## src/rtl/x_200_mod_47_loader.sv

```systemverilog
// Assembles a 200-bit operand from WORD_W-bit words, least-significant word first,
// and holds it for the mod-47 reducer until the consumer takes it.
module x_200_mod_47_loader #(
  parameter int WORD_W  = 25,
  parameter int N_WORDS = 8
) (
  input  logic                      clk,
  input  logic                      rst_n,
  input  logic [WORD_W:1]           in_data,
  input  logic                      in_valid,
  input  logic                      in_last,
  output logic                      in_ready,
  output logic [WORD_W*N_WORDS:1]   X,
  output logic                      x_valid,
  input  logic                      x_ready,
  output logic [4:1]                x_len
);

  typedef enum logic [1:0] {IDLE, FILL, HOLD} state_t;

  localparam logic [4:1] LAST_IDX = 4'(N_WORDS - 1);

  state_t state, state_nxt;
  logic   word_xfer;
  logic   op_xfer;
  logic   last_word;

  assign word_xfer = in_valid && in_ready;
  assign op_xfer   = x_valid && x_ready;
  // A word completes the operand when flagged last or when it fills the final slot.
  assign last_word = in_last || (x_len == LAST_IDX);

  always_ff @(posedge clk or negedge rst_n) begin
    if (!rst_n) state <= IDLE;
    else        state <= state_nxt;
  end

  always_comb begin
    state_nxt = state;
    in_ready  = 1'b0;
    x_valid   = 1'b0;
    case (state)
      IDLE, FILL: begin
        in_ready = 1'b1;
        if (in_valid) state_nxt = last_word ? HOLD : FILL;
      end
      HOLD: begin
        x_valid = 1'b1;
        if (x_ready) state_nxt = IDLE;
      end
      default: state_nxt = IDLE;
    endcase
  end

  // x_len doubles as the word counter, so it also selects the slot for the next word.
  always_ff @(posedge clk or negedge rst_n) begin
    if (!rst_n) begin
      X     <= '0;
      x_len <= '0;
    end else if (op_xfer) begin
      X     <= '0;
      x_len <= '0;
    end else if (word_xfer) begin
      for (int k = 0; k < N_WORDS; k++) begin
        if (x_len == k[3:0]) X[k*WORD_W+1 +: WORD_W] <= in_data;
      end
      x_len <= x_len + 4'd1;
    end
  end

endmodule

```

## config.mk

```make
export PLATFORM = sky130hd
export DESIGN_NAME = x_200_mod_47_loader
export DESIGN_NICKNAME = d
export VERILOG_FILES = /design/src/rtl/x_200_mod_47_loader.sv
export SDC_FILE = /design/constraint.sdc
export NUM_CORES = 1
export LEC_CHECK = 0
export CAP_MARGIN = 10
export CORE_MARGIN = 2
export CORE_UTILIZATION = 49
export CTS_BUF_LIST = sky130_fd_sc_hd__clkbuf_16
export DETAILED_ROUTE_END_ITERATION = 8
export PLACE_DENSITY = 0.88
export SETUP_SLACK_MARGIN = 0.05
export SLEW_MARGIN = 40
export SYNTH_ARGS = -nofsm -noshare
export SYNTH_HDL_FRONTEND = slang
export SYNTH_SLANG_ARGS = --single-unit
```

## constraint.sdc

```tcl
create_clock -name clk -period 1.7 [get_ports clk]
set_input_delay 0.425 -clock clk [delete_from_list [all_inputs] [get_ports clk]]
set_output_delay 0.425 -clock clk [all_outputs]
set_load 0.02 [all_outputs]
```

; ---- Word-level counts from Yosys, hierarchy flattened
; Cells that the tools add are included.
[totals]
reg_bits = 206
latch_bits = 0
ram_bits = 0
romBits = 0
output_inout_bits = 206
memories = 0
[op_classes]
n_addsub = 1
multipliers = 0
div_mod_pow = 0
order_cmp = 0
n_eq_ne = 11
shift = 0
n_mux = 18
bitwise = 0
n_reduce_logical = 24
[ops]
columns = cell, count
row1 = $mux 200, 2
row2 = $mux 25, 8
row3 = $reduce_and 2->1, 9
row4 = $reduce_bool 2->1, 9
row5 = $eq 4x3->1 const B, 4
row6 = $eq 4x2->1 const B, 2
row7 = $mux 4, 2
row8 = $mux 2, 3
row9 = $add 4x1->4 const B, 1
row10 = $eq 4x1->1 const B, 1
row11 = $logic_not 4->1, 1
row12 = $ne 2x2->1 const B, 2
row13 = $pmux 2 s2, 1
row14 = $eq 2x1->1 const B, 1
row15 = $eq 2x2->1 const B, 1
row16 = $logic_and 1x1->1, 2
row17 = $logic_not 2->1, 1
row18 = $mux 1, 2
row19 = $reduce_or 2->1, 1
row20 = $logic_or 1x1->1, 1

; ---- Depth between registers and ports, before layout
; Gate-level depths: netlist (run 1).
[logic_depth]
ltp_word = 6
depth_mapped = 7
mapped_depth_nobuf = 5

; ---- Worst setup path after synthesis (run 1)
; OpenSTA, ideal clock, no wires.
[synth_timing]
path_type = reg-to-reg
start = register x_len[1] (netlist name)
end = register X[10] (netlist name)
setup_ns = 0.076
t_arrival_ns = 1.538
t_required_ns = 1.624
slack_ns = 0.085
stages_incl_launch_ff = 8
n_path_buf = 2
path_cell_list = dfrtp_1 > inv_1 > ha_1 > and3b_1 > buf_2 > and2_4 > buf_2 > o21ai_1
[synth_between]
elab_chain_cells = 3
[synth_lines]
columns = element, line_no
row1 = "start, declared", 16  ; output logic [4:1] x_len
row2 = "start signal, assigned", 67  ; x_len <= x_len + 4'd1;
row3 = $logic_not 4->1, 65  ; if (x_len == k[3:0]) X[k*WORD_W+1 +: WORD_W] <= in_data;
row4 = $reduce_bool 2->1 (no line), n/a
row5 = $reduce_and 2->1 (no line), n/a
row6 = "end signal, assigned by index", 65
row7 = "end, declared", 13  ; output logic [WORD_W*N_WORDS:1] X,
; Every way passes these cells.
; A chain may end at the register's enable or synchronous reset.

; ---- Worst setup path after layout (run 1)
[layout_timing]
start = register x_len[2] (netlist name)
end = output port x_len[2] (netlist name)
; No word-level cell between the ends.

==> impl_metrics.yaml, run 1 <==
cells_and_area:
  final_cells: 1440
  syn_to_final_growth_pct: 39.1
  layout-drive-gt1-share_pct: 14.9
  final_cell_mix: "nand2_1, dfrtp_1, nand3_1"
  antenna_cells: 0
  nets: 1231
  layout_commonest_cell: "nand2_1"
  final_util_pct: 69.3
  final_area_um2: 12400
critical_path:
  cp-start-kind: "register"
  ff2ff_path_depth: 4
  reg2reg_from: "x_len[2]"
  critPathMaxFanout: 5
  startpoint: "x_len[2]"
  crit_required_ns: 1.27
  arrival_ns: 1.25
  crit_type: "reg2out"
  endpoint_kind: "primary output"
global_routing:
  overflow: 0
  grtUsageTotal_pct: 31.4
  grt_pass1_wl_um: 47400
  grt_max_degree: 57
  first_global_vias: 8371
  antenna_found_initial: 0
floorplanning:
  ioPinCount: 236
  fp.dieH_um: 139
  dieArea_um2: 19300
  rows: 49
  die_x_um: 139
  initial_utilization_pct: 49.8
  core_um2: 17900
synth:
  syn_inst: 961
  netlist_area_um2: 8910
  post_synth_xor_area_fraction_pct: 0.196
  synth_mux_area_share_pct: 0.337
  synthSimpleGateAreaFrac_pct: 22.5
  synth_top_family_by_area: "simple AND/OR/NAND/NOR gates"
  ys_seq_elements: 206
  syn_area_per_cell_um2: 9.28
  yosys.area_share.adder_pct: 0.561
  yosysWarnings: 0
  seq_area_frac_synth_pct: 57.8
  yosysUniqueCellTypes: 33
  syn_nets: 995
  synth-compound-area-share_pct: 12.4
sta:
  rsz0062_at_grt: "yes"
  slew_headroom_pct: 72.5
  fin_crit_ns: 1.68
  finalHoldViolations: 0
  clock_skew_ns: 0.00789
  worst_pin_slew_ns: 0.413
  holdWs_ns: 0.438
  fin_crit_sh_pct: 98.5
  fmax_mhz: 597
  slew_violations: 0
  setup_viol: 0
routing:
  drtAntennaViolNets: 0
  via_per_inst: 5.95
  drc_errors: 0
  first_pass_iters: 8
  wire_per_inst_um: 22.0
  dr_total_vias: 8567
  drtIter0Drc: 944
  wl_um: 31600
job:
  drv_cap: 0
power:
  peakVddDrop_v: 0.000993
  power_w: 0.0224
  leakage_nw: 5.86
  powerDensity_nw_per_um2: 1800
cts:
  htreeDepth: 1
  cts_buffers: 21
  cts_root_buffer: "clkbuf_16"
  cts.sinks: 206
  clkLatencyLatePin_ns: 0.49
  path_clk_slew_ns: 0.06
  clockBufferDepth: 3
  cts_tree: "built"
placed_design:
  gp_congestion: 0.854
  port_buffers: 235
  placed_cell_area_um2: 11800
  dp_hpwl_um: 20100
  dp_cells: 1392
status:
  status: "complete, no violations"
worst_hold_path:
  min_path_type: "in2async"
layer usage:
metal / up-vias / share of wire [%] / global-route usage [%]
met4: 0 / 5.9 / 16.9
met1: 4124 / 36 / 40.6
li1: 3721 / - / -
met3: 123 / 11 / 6.04
met2: 599 / 47 / 50.3
met5: - / 0 / 0
kinds of logic (layout without fill, tap and decap cells):
family / Yosys count / count (layout)
flip-flops: 206 / 206
AO/OA/AOI/OAI: 203 / 203
buffers and inverters: 116 / 365
AND/OR/NAND/NOR: 427 / 428
multiplexers: 3 / 3
XOR/XNOR: 2 / 2
adder cells (fa/ha/maj): 4 / 4
worst max-delay path: stages (launching register included):
cell and delay (ns):
dfrtp_2 0.45, buf_4 0.16, buf_2 0.15
path summary, 6_finish.rpt:
check | end | slack, ns
worst max-delay path | x_len[2] | 0.02
worst min-delay path | X[68] | 0.44
worst max register to register | X[76] | 0.09
worst min register to register | X[113] | 0.52
max in group asynchronous | X[152] | 0.61
min in group clk | X[113] | 0.52
Yosys cell counts:
cell type    n  area (um^2)
dfrtp_1    206         5150
nand2_1    206          773
nand3_1    175          876
o21ai_0    115          576
o21ai_1     63          315
clkbuf_1    50          188
buf_2       45          225
nand3b_1    24          180
o21ai_2     20          175
and2_4       7         61.3
buf_6        6         67.6
buf_4        5         37.5
inv_1        5         18.8
ha_1         4         50.1
and3b_1      3         26.3
buf_1        3         11.3
mux2i_1      3         30.0
nor2b_1      3         18.8
a21oi_1      2         10.0
clkbuf_2     2         10.0
nor2_1       2         7.51
a311o_1      1         10.0
a31oi_1      1         6.26
and2_1       1         6.26
and2b_1      1         7.51
and4bb_4     1         16.3
nand2b_1     1         6.26
nand3b_2     1         11.3
nand4_1      1         6.26
nor2_2       1         6.26
o32ai_1      1         8.76
xnor2_1      1         8.76
xor2_1       1         8.76
flip-flops by register name, indices dropped and copies added (netlist names):
signal,flops
X,200
x_len,4
state,2
repair_timing:
action,in CTS,in global routing
hold buffers,1,0
hold endpoints to repair,40,0
buffers inserted,1,6
endpoints found under the setup margin,219,224
pin swaps,0,1
gates resized for setup,264,114
cloned,0,3
report_power, final:
part | internal, W | switching, W | total (W)
Combinational | 0.00372 | 0.00623 | 0.00995
Clock | 0.00239 | 0.00189 | 0.00427
Sequential | 0.00680 | 0.00134 | 0.00814
Total | 0.0129 | 0.00946 | 0.0224
area by class of cell:
type                            count  area [um^2]
Fill cell                        1350         5500
Sequential cell                   206         5160
Multi-Input combinational cell    640         3240
Timing Repair Buffer              323         3070
Clock buffer                       21          526
Tap cell                          229          287
Clock inverter                     16         93.8
Inverter                            5         21.3
through the flow:
step	setup TNS, ns	worst slack (ns)
after CTS	0	0.0313
after global routing	0	0.00309
after detailed placement	-41.91	-0.330
after floorplan	0	0.0852
after global placement	-29.76	-0.255
final	0	0.0249
Power figures use the tool's default switching activity.
==> run 2: changes to the inputs <==
SETUP_SLACK_MARGIN = 0.15   (was 0.05)
==> run 2 against run 1 <==
Compared with the run above: routed wire length rose by 13%; register-to-register slack got worse by 0.05 ns; count of clock-buffer cells in the layout unchanged; cell count grew 1.6%; hold slack lost 0.013 ns; sequential power up 0.6%; sequential share of layout area is 0.71 points higher; global-route usage up 0.44 points; critical endpoint is now X[39]; highest routed layer unchanged.
==> impl_metrics.yaml, run 2 (synthesis gave the netlist of run 1 again) <==
sta:
  slew_headroom_pct: 72.4
  setup_viol: 0
  fmax_mhz: 601
  worst_pin_slew_ns: 0.414
  fin_crit_ns: 1.66
  fin_ws_ns: 0.0351
  rsz0062_at_grt: "yes"
  slew_violations: 0
  finalHoldViolations: 0
  fin_crit_sh_pct: 97.9
  clock_skew_ns: 0.0155
global_routing:
  grtUsageTotal_pct: 31.8
  grt_max_degree: 59
  antenna_found_initial: 1
  use_met2_pct: 49.7
  grt_pass1_wl_um: 48100
  first_global_vias: 8285
  busiest_layer: "met2"
  grt_use_met1_pct: 43.1
  overflow: 0
  grt_use_met3_pct: 5.66
power:
  leakage_nw: 5.97
  powerDensity_nw_per_um2: 1880
  peakVddDrop_v: 0.00126
cells_and_area:
  nets: 1254
  final_cell_mix: "nand2_1, buf_2, dfrtp_1"
  final_cells: 1463
  layout-drive-gt1-share_pct: 36.4
  top_register: "X"
  syn_to_final_growth_pct: 36.8
  layout_commonest_cell: "nand2_1"
  largest_reg_flops: 200
  reg.largest.list: "X x200, x_len x4, state x2"
cts:
  clockBufferDepth: 3
  clkLatencyLatePin_ns: 0.50
  htreeDepth: 1
  cts_root_buffer: "clkbuf_16"
  cts.sinks: 206
  cts_tree: "built"
  cts_buffers: 21
  path_clk_slew_ns: 0.06
routing:
  via_per_inst: 6.14
  drtIter0Drc: 1168
  dr_total_vias: 8982
  wire_per_inst_um: 24.4
  drc_errors: 0
  drtAntennaViolNets: 0
  first_pass_iters: 8
  wl_um: 35600
placed_design:
  port_buffers: 235
  pre_cts_slack_ns: -0.266
  dp_cells: 1381
  dp_hpwl_um: 19800
  gp_congestion: 0.843
floorplanning:
  initial_utilization_pct: 49.8
  die_x_um: 139
  fp.dieH_um: 139
  core_um2: 17900
  dieArea_um2: 19300
  ioPinCount: 236
  rows: 49
critical_path:
  slowest_stage: "dfrtp_2"
  crit_required_ns: 2.10
  cp_cell_sequence: "buf_6 -> ha_4 -> and4bb_4 -> and2b_4 -> buf_12 -> mux2i_1"
  critPathMaxFanout: 8
  crit_type: "reg2reg"
  endpoint_kind: "register"
  slowest_delay_ns: 0.44
  cp-start-kind: "register"
  arrival_ns: 2.07
worst_hold_path:
  min_path_type: "in2async"
job:
  drv_cap: 0
status:
  status: "complete, no violations"
-- run 2: routing by layer --
layer  routed length, um  up-vias
met1               12800     4353
met2               16500      722
met4                2240        0
met5                   0        -
li1                    -     3769
met3                4140      138
-- run 2: area by class of cell --
cell class	instances	area, um^2
multi-input cells	656	3690
clock buffers	21	526
flip-flops and latches	206	5160
repair buffers	330	2450
inverters	5	21.3
clock inverters	15	63.8
well taps	229	287
fillers	1351	5710
diodes	1	2.50
-- run 2: path summary, 6_finish.rpt --
kind                          start     to  slack (ns)  cells past startpoint
min reg2reg                   X[55]  X[55]        0.52                      2
min in group clk              X[55]  X[55]        0.52                      2
min                           rst_n  X[69]        0.43                      2
max                        x_len[1]  X[39]        0.04                      6
max in group asynchronous     rst_n  X[53]        0.68                      3
max reg2reg                x_len[1]  X[39]        0.04                      6
-- run 2: per-stage QoR --
step           hold WS (ns)  cell area [um^2]  util [%]  total power, W  setup TNS (ns)
4_1_cts               0.450             11400      63.7          0.0214               0
3_5_place_dp          0.364             11700      65.2          0.0189          -40.15
5_1_grt               0.463             12200      68.1          0.0239        -0.00916
3_3_place_gp          0.363             11700      65.2          0.0186          -29.20
2_1_floorplan         0.129              8920         -          0.0134               0
6_report              0.425             12200      68.1          0.0230               0
-- run 2: report_power, final --
group          switching [W]  total, W  leakage (nW)  internal (W)
Combinational        0.00690    0.0106          2.89       0.00371
Clock                0.00193   0.00416         0.324       0.00223
Sequential           0.00140   0.00819          2.76       0.00680
Total                 0.0102    0.0230          5.97        0.0127
-- run 2: repair_timing --
item / 4_1_cts / 5_1_grt
setup endpoints to repair: 301 / 210
cloned: 2 / 24
pin swaps: 0 / 36
buffers inserted: 5 / 13
hold buffers: 1 / 0
resized for setup: 827 / 175
hold endpoints to repair: 40 / 0
-- run 2: worst max-delay path: cells and delay by family, from the launching register on --
family	cells	cell delay (ns)
buffers and inverters	2	0.28
muxes	1	0.22
adders and majority gates	1	0.11
and+or+nand+nor	2	0.52
DFF	1	0.44
==> patch (config.mk and constraints of run 1) <==
Reset style: synchronous (`rst_n`), changed in 2 clocked blocks.
--- a/src/rtl/x_200_mod_47_loader.sv
+++ b/src/rtl/x_200_mod_47_loader.sv
@@ -32,3 +32,3 @@
 
-  always_ff @(posedge clk or negedge rst_n) begin
+  always_ff @(posedge clk) begin
     if (!rst_n) state <= IDLE;
@@ -55,3 +55,3 @@
   // x_len doubles as the word counter, so it also selects the slot for the next word.
-  always_ff @(posedge clk or negedge rst_n) begin
+  always_ff @(posedge clk) begin
     if (!rst_n) begin
Check against the original RTL: differs if rst_n is asserted again (counterexample within 4 cycles, from zero or initial values and one cycle with rst_n low); with rst_n held inactive, the same outputs for 4 cycles.
==> patch against run 1 <==
- synthesized area is 11% lower
- non-clock buffer count is 1 lower
- sequential cell count stayed put
- wire length is 23% lower
- utilization is 4.7 points higher
- design area is 5.6% lower
- setup slack better by 0.038 ns
- largest cell class unchanged
Power is not compared: it rests on default switching activity, and its combinational part moved more than twofold at a synthesized area within 25%.
==> patch: results (changes against run 1) <==
Cells and area
  – Number of cells in the finished layout apart from fillers: 1248 (was 1440)
  – Fraction of layout instances using a drive strength above 1: 13.5% (was 14.9%)
  – Net count of the finished layout: 1054 (was 1231)
  – Sequential cell count: 206 (unchanged)
  – Fraction of area in clock buffers and inverters: 5.04% (was 4.99%)
  – Filler cell count in the final layout: 1129 (was 1350)
  – Footprint of the multi-input gates: 3420 um^2 (was 3240 um^2)

Timing
  – Final setup slack of the worst path: 0.0628 ns (was 0.0249 ns)
  – Worst-margin pin slew: 0.291 ns (was 0.413 ns)
  – Minimum hold slack: 0.280 ns (was 0.438 ns)

Hold path
  – Worst Hold Class: input port to flip-flop (was input port to asynchronous set/reset pin)

Detailed routing
  – Total via count in the routed design: 6917 (was 8567)
  – Iteration-0 DRC count of the detailed router: 425 (was 944)
  – Per-cell routed wire length: 19.6 um (was 22.0 um)
  – Number of iterations in the first detailed-routing pass: 5 (was 8)

Worst setup path
  – Critical Path Sink: X[6] (was x_len[2])
  – Reg2reg path depth: 6 (was 4)
  – Critical-path top delay cell: sky130_fd_sc_hd__dlygate4sd2_1 (was sky130_fd_sc_hd__dfrtp_2)

Global route
  – Maximum number of pins on one net before global-route repair: 32 (was 57)
  – Met2 Track Usage GR: 47.5% (was 50.3%)
  – Global-route wire length before repair: 38300 um (was 47400 um)

Run status
  – Result of the run: finished clean (unchanged)

Synth
  – Proportion of register bits with asynchronous set or reset after synthesis: 0% (was 100%)
  – Fraction of synthesized area in multiplexers: 25.3% (was 0.337%)
  – Synth cell types: 29 (was 33)
  – Top post-synthesis cells by count: sky130_fd_sc_hd__nand3_1 (226), sky130_fd_sc_hd__dfxtp_1 (206), sky130_fd_sc_hd__mux2i_1 (200) (was sky130_fd_sc_hd__dfrtp_1 (206), sky130_fd_sc_hd__nand2_1 (206), sky130_fd_sc_hd__nand3_1 (175))
  – Number of instances in the synthesized netlist: 745 (was 961)
  – Number of nets produced by synthesis: 779 (was 995)

Die
  – Die area: 17200 um^2 (was 19300 um^2)

Placement
  – Detailed placement HPWL: 17300 um (was 20100 um)
-- patch: cell types whose count changed after synthesis, moves of 7 or more --
cell / change
sky130_fd_sc_hd__nand2_1: -203
sky130_fd_sc_hd__nand3_1: +51
sky130_fd_sc_hd__nand2_2: +8
sky130_fd_sc_hd__and2_4: -7
sky130_fd_sc_hd__o21ai_1: -63
sky130_fd_sc_hd__nand3b_1: -21
sky130_fd_sc_hd__o21ai_0: -114
sky130_fd_sc_hd__mux2i_1: +197
sky130_fd_sc_hd__buf_2: -26
sky130_fd_sc_hd__clkbuf_1: -21
sky130_fd_sc_hd__dfrtp_1: -206
sky130_fd_sc_hd__o21ai_2: -20
sky130_fd_sc_hd__dfxtp_1: +206
-- patch: report_power, final --
part / total, mW / switching (mW) / internal, mW
sequential: 4.99 / 0.0631 / 4.93
combinational: 1.19 / 0.646 / 0.540
clock: 4.08 / 1.85 / 2.24
